**src/rtl/regfile_pkg.sv**
```systemverilog
// regfile_pkg: shared defaults for the multi-port register file.
//   DefDataW / DefAddrW / DefPcIdx - default register width, address width and PC slot.
//   num_stored()                   - number of data words actually held (PC slot excluded).
package regfile_pkg;

    localparam int unsigned DefDataW = 32;
    localparam int unsigned DefAddrW = 4;
    localparam int unsigned DefPcIdx = 15;

    // The PC slot is an alias of an external input, so it carries no storage.
    function automatic int unsigned num_stored(input int unsigned addr_w);
        return (32'd1 << addr_w) - 32'd1;
    endfunction

endpackage

```
**src/rtl/regfile_scoreboard.sv**
```systemverilog
// regfile_scoreboard: per-register pending-write bits for hazard detection.
//   clk_i, rst_ni        - clock, asynchronous active-low reset
//   set_en_i, set_a_i    - issue: mark set_a_i pending
//   clr3_i/clr3_a_i      - write port A strobe/address (clears pending bit)
//   clr4_i/clr4_a_i      - write port B strobe/address (clears pending bit)
//   ra_i                 - packed read addresses, one per port
//   busy_o               - registered pending bit for each read address (0 for the PC slot)
module regfile_scoreboard
    import regfile_pkg::*;
#(
    parameter int unsigned ADDR_W = DefAddrW,
    parameter int unsigned N_READ = 3,
    parameter int unsigned PC_IDX = DefPcIdx
) (
    input  logic                       clk_i,
    input  logic                       rst_ni,
    input  logic                       set_en_i,
    input  logic [ADDR_W-1:0]          set_a_i,
    input  logic                       clr3_i,
    input  logic [ADDR_W-1:0]          clr3_a_i,
    input  logic                       clr4_i,
    input  logic [ADDR_W-1:0]          clr4_a_i,
    input  logic [N_READ*ADDR_W-1:0]   ra_i,
    output logic [N_READ-1:0]          busy_o
);

    localparam int unsigned        NumRegs = 2 ** ADDR_W;
    localparam logic [ADDR_W-1:0]  PcAddr  = ADDR_W'(PC_IDX);

    logic [NumRegs-1:0] busy_q, busy_d;

    // Set is applied last so a same-cycle issue beats the retiring write.
    always_comb begin
        busy_d = busy_q;
        if (clr3_i) busy_d[clr3_a_i] = 1'b0;
        if (clr4_i) busy_d[clr4_a_i] = 1'b0;
        if (set_en_i && (set_a_i != PcAddr)) busy_d[set_a_i] = 1'b1;
    end

    always_ff @(posedge clk_i or negedge rst_ni) begin
        if (!rst_ni) begin
            busy_q <= '0;
        end else begin
            busy_q <= busy_d;
        end
    end

    for (genvar g = 0; g < N_READ; g++) begin : g_lookup
        logic [ADDR_W-1:0] ra;
        assign ra        = ra_i[g*ADDR_W +: ADDR_W];
        assign busy_o[g] = (ra != PcAddr) && busy_q[ra];
    end

endmodule

```
**src/rtl/regfile_mp.sv**
```systemverilog
// regfile_mp: multi-port register file with two write ports, optional write-to-read
// forwarding and a pending-write scoreboard.
//   clk_i, rst_ni               - clock, asynchronous active-low reset
//   ra_i / rd_o                 - packed read addresses / combinational read data
//   busy_o                      - per-port pending-write flag
//   r15_i                       - external PC+8 value returned for reads of PC_IDX
//   we3_i, a3_i, wd3_i          - write port A (ALU writeback)
//   we4_i, a4_i, wd4_i          - write port B (load/base writeback), wins over port A
//   set_en_i, set_a_i           - issue: mark a register pending
module regfile_mp
    import regfile_pkg::*;
#(
    parameter int unsigned DATA_W = DefDataW,
    parameter int unsigned ADDR_W = DefAddrW,
    parameter int unsigned N_READ = 3,
    parameter int unsigned PC_IDX = DefPcIdx,
    parameter bit          BYPASS = 1'b1
) (
    input  logic                       clk_i,
    input  logic                       rst_ni,
    input  logic [N_READ*ADDR_W-1:0]   ra_i,
    output logic [N_READ*DATA_W-1:0]   rd_o,
    output logic [N_READ-1:0]          busy_o,
    input  logic [DATA_W-1:0]          r15_i,
    input  logic                       we3_i,
    input  logic [ADDR_W-1:0]          a3_i,
    input  logic [DATA_W-1:0]          wd3_i,
    input  logic                       we4_i,
    input  logic [ADDR_W-1:0]          a4_i,
    input  logic [DATA_W-1:0]          wd4_i,
    input  logic                       set_en_i,
    input  logic [ADDR_W-1:0]          set_a_i
);

    localparam int unsigned       NumStored = num_stored(ADDR_W);
    localparam logic [ADDR_W-1:0] PcAddr    = ADDR_W'(PC_IDX);

    // Addresses above the PC slot shift down one so storage stays dense.
    function automatic logic [ADDR_W-1:0] slot_of(input logic [ADDR_W-1:0] a);
        return (a > PcAddr) ? (a - ADDR_W'(1)) : a;
    endfunction

    logic [DATA_W-1:0] mem_q [NumStored];
    logic [DATA_W-1:0] mem_d [NumStored];
    logic [N_READ-1:0] sb_busy;

    // Port B is applied after port A so it wins on an address collision.
    always_comb begin
        mem_d = mem_q;
        if (we3_i && (a3_i != PcAddr)) mem_d[slot_of(a3_i)] = wd3_i;
        if (we4_i && (a4_i != PcAddr)) mem_d[slot_of(a4_i)] = wd4_i;
    end

    always_ff @(posedge clk_i or negedge rst_ni) begin
        if (!rst_ni) begin
            for (int s = 0; s < NumStored; s++) mem_q[s] <= '0;
        end else begin
            mem_q <= mem_d;
        end
    end

    regfile_scoreboard #(
        .ADDR_W (ADDR_W),
        .N_READ (N_READ),
        .PC_IDX (PC_IDX)
    ) u_scoreboard (
        .clk_i    (clk_i),
        .rst_ni   (rst_ni),
        .set_en_i (set_en_i),
        .set_a_i  (set_a_i),
        .clr3_i   (we3_i),
        .clr3_a_i (a3_i),
        .clr4_i   (we4_i),
        .clr4_a_i (a4_i),
        .ra_i     (ra_i),
        .busy_o   (sb_busy)
    );

    for (genvar g = 0; g < N_READ; g++) begin : g_read
        logic [ADDR_W-1:0] ra;
        logic [DATA_W-1:0] rd;
        logic              hit3, hit4;

        assign ra   = ra_i[g*ADDR_W +: ADDR_W];
        assign hit3 = BYPASS && we3_i && (a3_i == ra);
        assign hit4 = BYPASS && we4_i && (a4_i == ra);

        // Reset gates the forwarding path too, so held-reset reads see zeros.
        always_comb begin
            if (ra == PcAddr) begin
                rd = r15_i;
            end else if (!rst_ni) begin
                rd = '0;
            end else if (hit4) begin
                rd = wd4_i;
            end else if (hit3) begin
                rd = wd3_i;
            end else begin
                rd = mem_q[slot_of(ra)];
            end
        end

        assign rd_o[g*DATA_W +: DATA_W] = rd;
        // A write presented this cycle is already visible via forwarding.
        assign busy_o[g] = sb_busy[g] & ~(hit3 | hit4);
    end

endmodule

```
**config.mk**
```make
export PLATFORM = sky130hd
export DESIGN_NAME = regfile_mp
export DESIGN_NICKNAME = d
export VERILOG_FILES = /design/src/rtl/regfile_pkg.sv /design/src/rtl/regfile_scoreboard.sv /design/src/rtl/regfile_mp.sv
export SDC_FILE = /design/constraint.sdc
export NUM_CORES = 2
export LEC_CHECK = 0
export BUFFER_PORTS_ARGS = -buffer_cell sky130_fd_sc_hd__buf_4
export CORE_MARGIN = 2
export CORE_UTILIZATION = 30
export CTS_CLUSTER_DIAMETER = 100
export DETAILED_ROUTE_END_ITERATION = 10
export PLACE_DENSITY = 0.57
export SYNTH_ARGS = -nofsm -noshare
export SYNTH_HDL_FRONTEND = slang
export SYNTH_SLANG_ARGS = --single-unit
```
**constraint.sdc**
```tcl
create_clock -name clk_i -period 2.7 [get_ports clk_i]
set_input_delay 0.54 -clock clk_i [delete_from_list [all_inputs] [get_ports clk_i]]
set_output_delay 0.54 -clock clk_i [all_outputs]
set_load 0.01 [all_outputs]
```
==> summary.txt <==
FF+latch count, synth -> 496
Status -> finished with violations
Vias per Instance -> 6.26
CP Class -> in -> out
Critical path's slowest cell -> nor4_2
Cell Area, Synth -> 37,600 um2
Drt drc -> 0
Clock transition at path regs -> 0.06 ns
Crit path DAT -> 2.57 ns
Vias in the first global route -> 34,500
CTS Buf Count -> 59
IO buf count -> 223
Die span in x -> 358 um
Total I/O pin count -> 224
CTS root buf -> clkbuf_16
Worst-case clock buffer depth -> 3
Most used cell, CP -> buf_12
Reg2Reg Depth -> 4
Async SR Flop Fraction -> 100%
Total die area -> 128,000 um2
Crit path buf inv count -> 6
Rel. slew slack -> 25.5%
Largest net degree at the start of global routing -> 152
Post-synth EDFFs -> 0
Share of cells above drive strength 1 -> 30.2%
Biggest area consumer among synthesized cells -> dfrtp_1
Synthesized area per cell -> 9.78 um2
Synth-to-layout area growth -> 31.3%
Final worst path period share -> 115%
Syn Nets -> 3,974
Final nets -> 4,237
First-pass DRT Iterations -> 6
R2R setup slack -> 1.80 ns
Crit-path cells -> buf_6 > xor2_1 > nor4_2 > buf_4 > a21boi_4 > buf_12 > buf_12 > buf_12 > a221o_1 > a32oi_2 > buf_4
CP startpoint kind -> input port
Initial antenna violation count -> 16
FMAX -> 321 MHz
Routability Congestion -> 0.912
Worst-skew pair later-pin latency -> 0.65 ns
FF-to-FF End -> mem_q[36]$_DFF_PN0_
Maximum VDD drop -> 0.556 mV
Setup crit end kind -> output pin
GR Overflow Total -> 0
Crit Path Max Fanout -> 8
Top cell type's share of synthesized area -> 33.0%
Max Cap Viol -> 0
Pwr Density -> 612 nW/um2
Starting Density -> 30.3%
Actual slew at the worst max-slew pin -> 1.12 ns
Placed inst area -> 44,300 um2
CP max stage delay -> 0.39 ns
Final Skew -> 0 ns
Reg-to-reg startpoint -> mem_q[36]$_DFF_PN0_
Total core area -> 124,000 um2
Pleak -> 20.1 nW
Final hold violations -> 0
Minimum clock period -> 3.11 ns
Register area -> 12,400 um2
Area contributors post-synth -> dfrtp_1 (33%), mux4_2 (16%), mux2i_1 (16%)
Worst min path class -> in -> async
Drt wl/cell -> 31.3 um
First-pass GRT wire length -> 256,000 um
Fillers -> 11,800
Count leader, synth -> mux2i_1
Number of H-tree levels -> 2
Ys Warns -> 0
Final Total Pwr -> 0.0303 W
CTS tree -> done
GRT Overall Usage -> 27.3%
Ys flop type -> dfrtp_1
DR vias -> 36,300
Synth cell types -> 44
Cells after Synth -> 3,849
Seq/Total Area, Yosys -> 33.0%
Multi-input logic area -> 25,100 um2
Post-route cell area -> 49,400 um2
Top cells by count, synth -> mux2i_1 (606), dfrtp_1 (496), a21oi_1 (382)
Num rows -> 129
Sink Count -> 496
Final setup fails -> 99
Worst Path Required -> 2.16 ns
Largest delay share family, worst path -> buffers and inverters
Final Max Slew Viols -> 0
ANT nets after route -> 0
Iter 0 DRT Violations -> 5,039
Chip Height -> 358 um
RSZ-0062 raised after global routing -> true
Post-DP HPWL -> 115,000 um
Violated checks -> setup timing
Slack of the critical path -> -0.412 ns
Final WL -> 182,000 um
## stage by stage
| stage | cells | setup TNS, ns | utilization (%) | hold slack (ns) | setup WS [ns] |
|---|---|---|---|---|---|
| 2_1_floorplan | 3849 | -1.82 | - | 0.244 | -0.0625 |
| 3_5_place_dp | 5597 | -26.02 | 35.7 | 0.358 | -0.507 |
| 4_1_cts | 5753 | -24.20 | 38.8 | 0.0119 | -0.365 |
| 3_3_place_gp | 5597 | -26.45 | 35.7 | 0.360 | -0.526 |
| 5_1_grt | 5799 | -30.40 | 39.8 | 0.0330 | -0.453 |
| 6_report | 5803 | -27.72 | 39.8 | 0.0170 | -0.412 |
## timing repair
item | CTS | global route
hold endpoints to repair | 1 | 0
endpoints found under the setup margin | 99 | 99
setup buffers | 47 | 55
hold buffers | 1 | 0
pin swaps | 66 | 85
gates cloned | 6 | 5
gates resized for setup | 216 | 146
## worst register-to-register path: stages (launching register included)
cell     delay, ns
dfrtp_1       0.40
inv_1         0.09
nor2_1        0.05
a21oi_1       0.13
a21oi_1       0.08
## how the worst max path moves through the flow
stage | slack (ns) | end | cells past startpoint | from
CTS | -0.37 | rd_o[52] | 11 | ra_i[6]
detailed placement | -0.51 | rd_o[63] | 10 | a4_i[1]
floorplan | -0.06 | rd_o[31] | 7 | ra_i[0]
global placement | -0.53 | rd_o[63] | 10 | a4_i[1]
finish | -0.41 | rd_o[57] | 11 | a3_i[1]
global route | -0.45 | rd_o[54] | 11 | a4_i[1]
## layout by cell type (no fill, tap or decap), types with 26 or more instances in the layout
| cell | netlist | routed |
|---|---|---|
| a22oi_1 | 127 | 104 |
| nand2_1 | 354 | 345 |
| a221oi_2 | 0 | 26 |
| a21oi_1 | 382 | 362 |
| dfrtp_1 | 496 | 496 |
| o21ai_0 | 202 | 201 |
| a32oi_2 | 0 | 41 |
| o211ai_1 | 124 | 124 |
| a221o_1 | 67 | 67 |
| buf_6 | 0 | 89 |
| buf_12 | 0 | 169 |
| o221ai_1 | 34 | 33 |
| nand3_1 | 70 | 52 |
| nor2b_1 | 73 | 67 |
| clkbuf_16 | 0 | 65 |
| inv_1 | 32 | 32 |
| nor2_1 | 343 | 331 |
| mux4_2 | 270 | 270 |
| mux2i_1 | 606 | 606 |
| buf_4 | 15 | 373 |
## area by class of cell
| class | count | area share [%] |
|---|---|---|
| Inverter | 32 | 0.243 |
| Timing Repair Buffer | 656 | 15.7 |
| Sequential cell | 496 | 25.1 |
| Multi-Input combinational cell | 2867 | 50.7 |
| Clock buffer | 88 | 3.51 |
| Tap cell | 1637 | 4.15 |
| Antenna cell | 8 | 0.0405 |
| Clock inverter | 19 | 0.577 |
## flip-flops by register name (all words and copies together) (netlist names)
name                 flops
u_scoreboard.busy_q     16
mem_q                  480
## routing by layer
metal  vias to the layer above  track usage [%]  share of wire (%)
li1                      15100                -                  -
met1                     18100             37.5                 40
met2                      2530             40.6                 43
met3                       583             6.64                 12
met4                        16             12.4                5.3
met5                         -                0              0.047
## kinds of logic (layout without fill, tap and decap cells)
family / count (synthesis) / count (layout) / synth area share [%]
other: 0 / 8 / 0
AND/OR/NAND/NOR: 880 / 880 / 9.96
AO/OA/AOI/OAI: 1083 / 1083 / 18.8
flip-flops: 496 / 496 / 33.0
buffers and inverters: 486 / 795 / 5.34
XOR/XNOR: 24 / 24 / 0.559
multiplexers: 880 / 880 / 32.4
## power breakdown
group	leakage [nW]	total, W	internal [W]	switching, W
sequential	5.87	0.0113	0.00933	0.00194
combinational	13.2	0.0104	0.00545	0.00494
clock	1.00	0.00861	0.00508	0.00353
total	20.1	0.0303	0.0199	0.0104
Note: power is estimated with default switching activity, not from simulation.
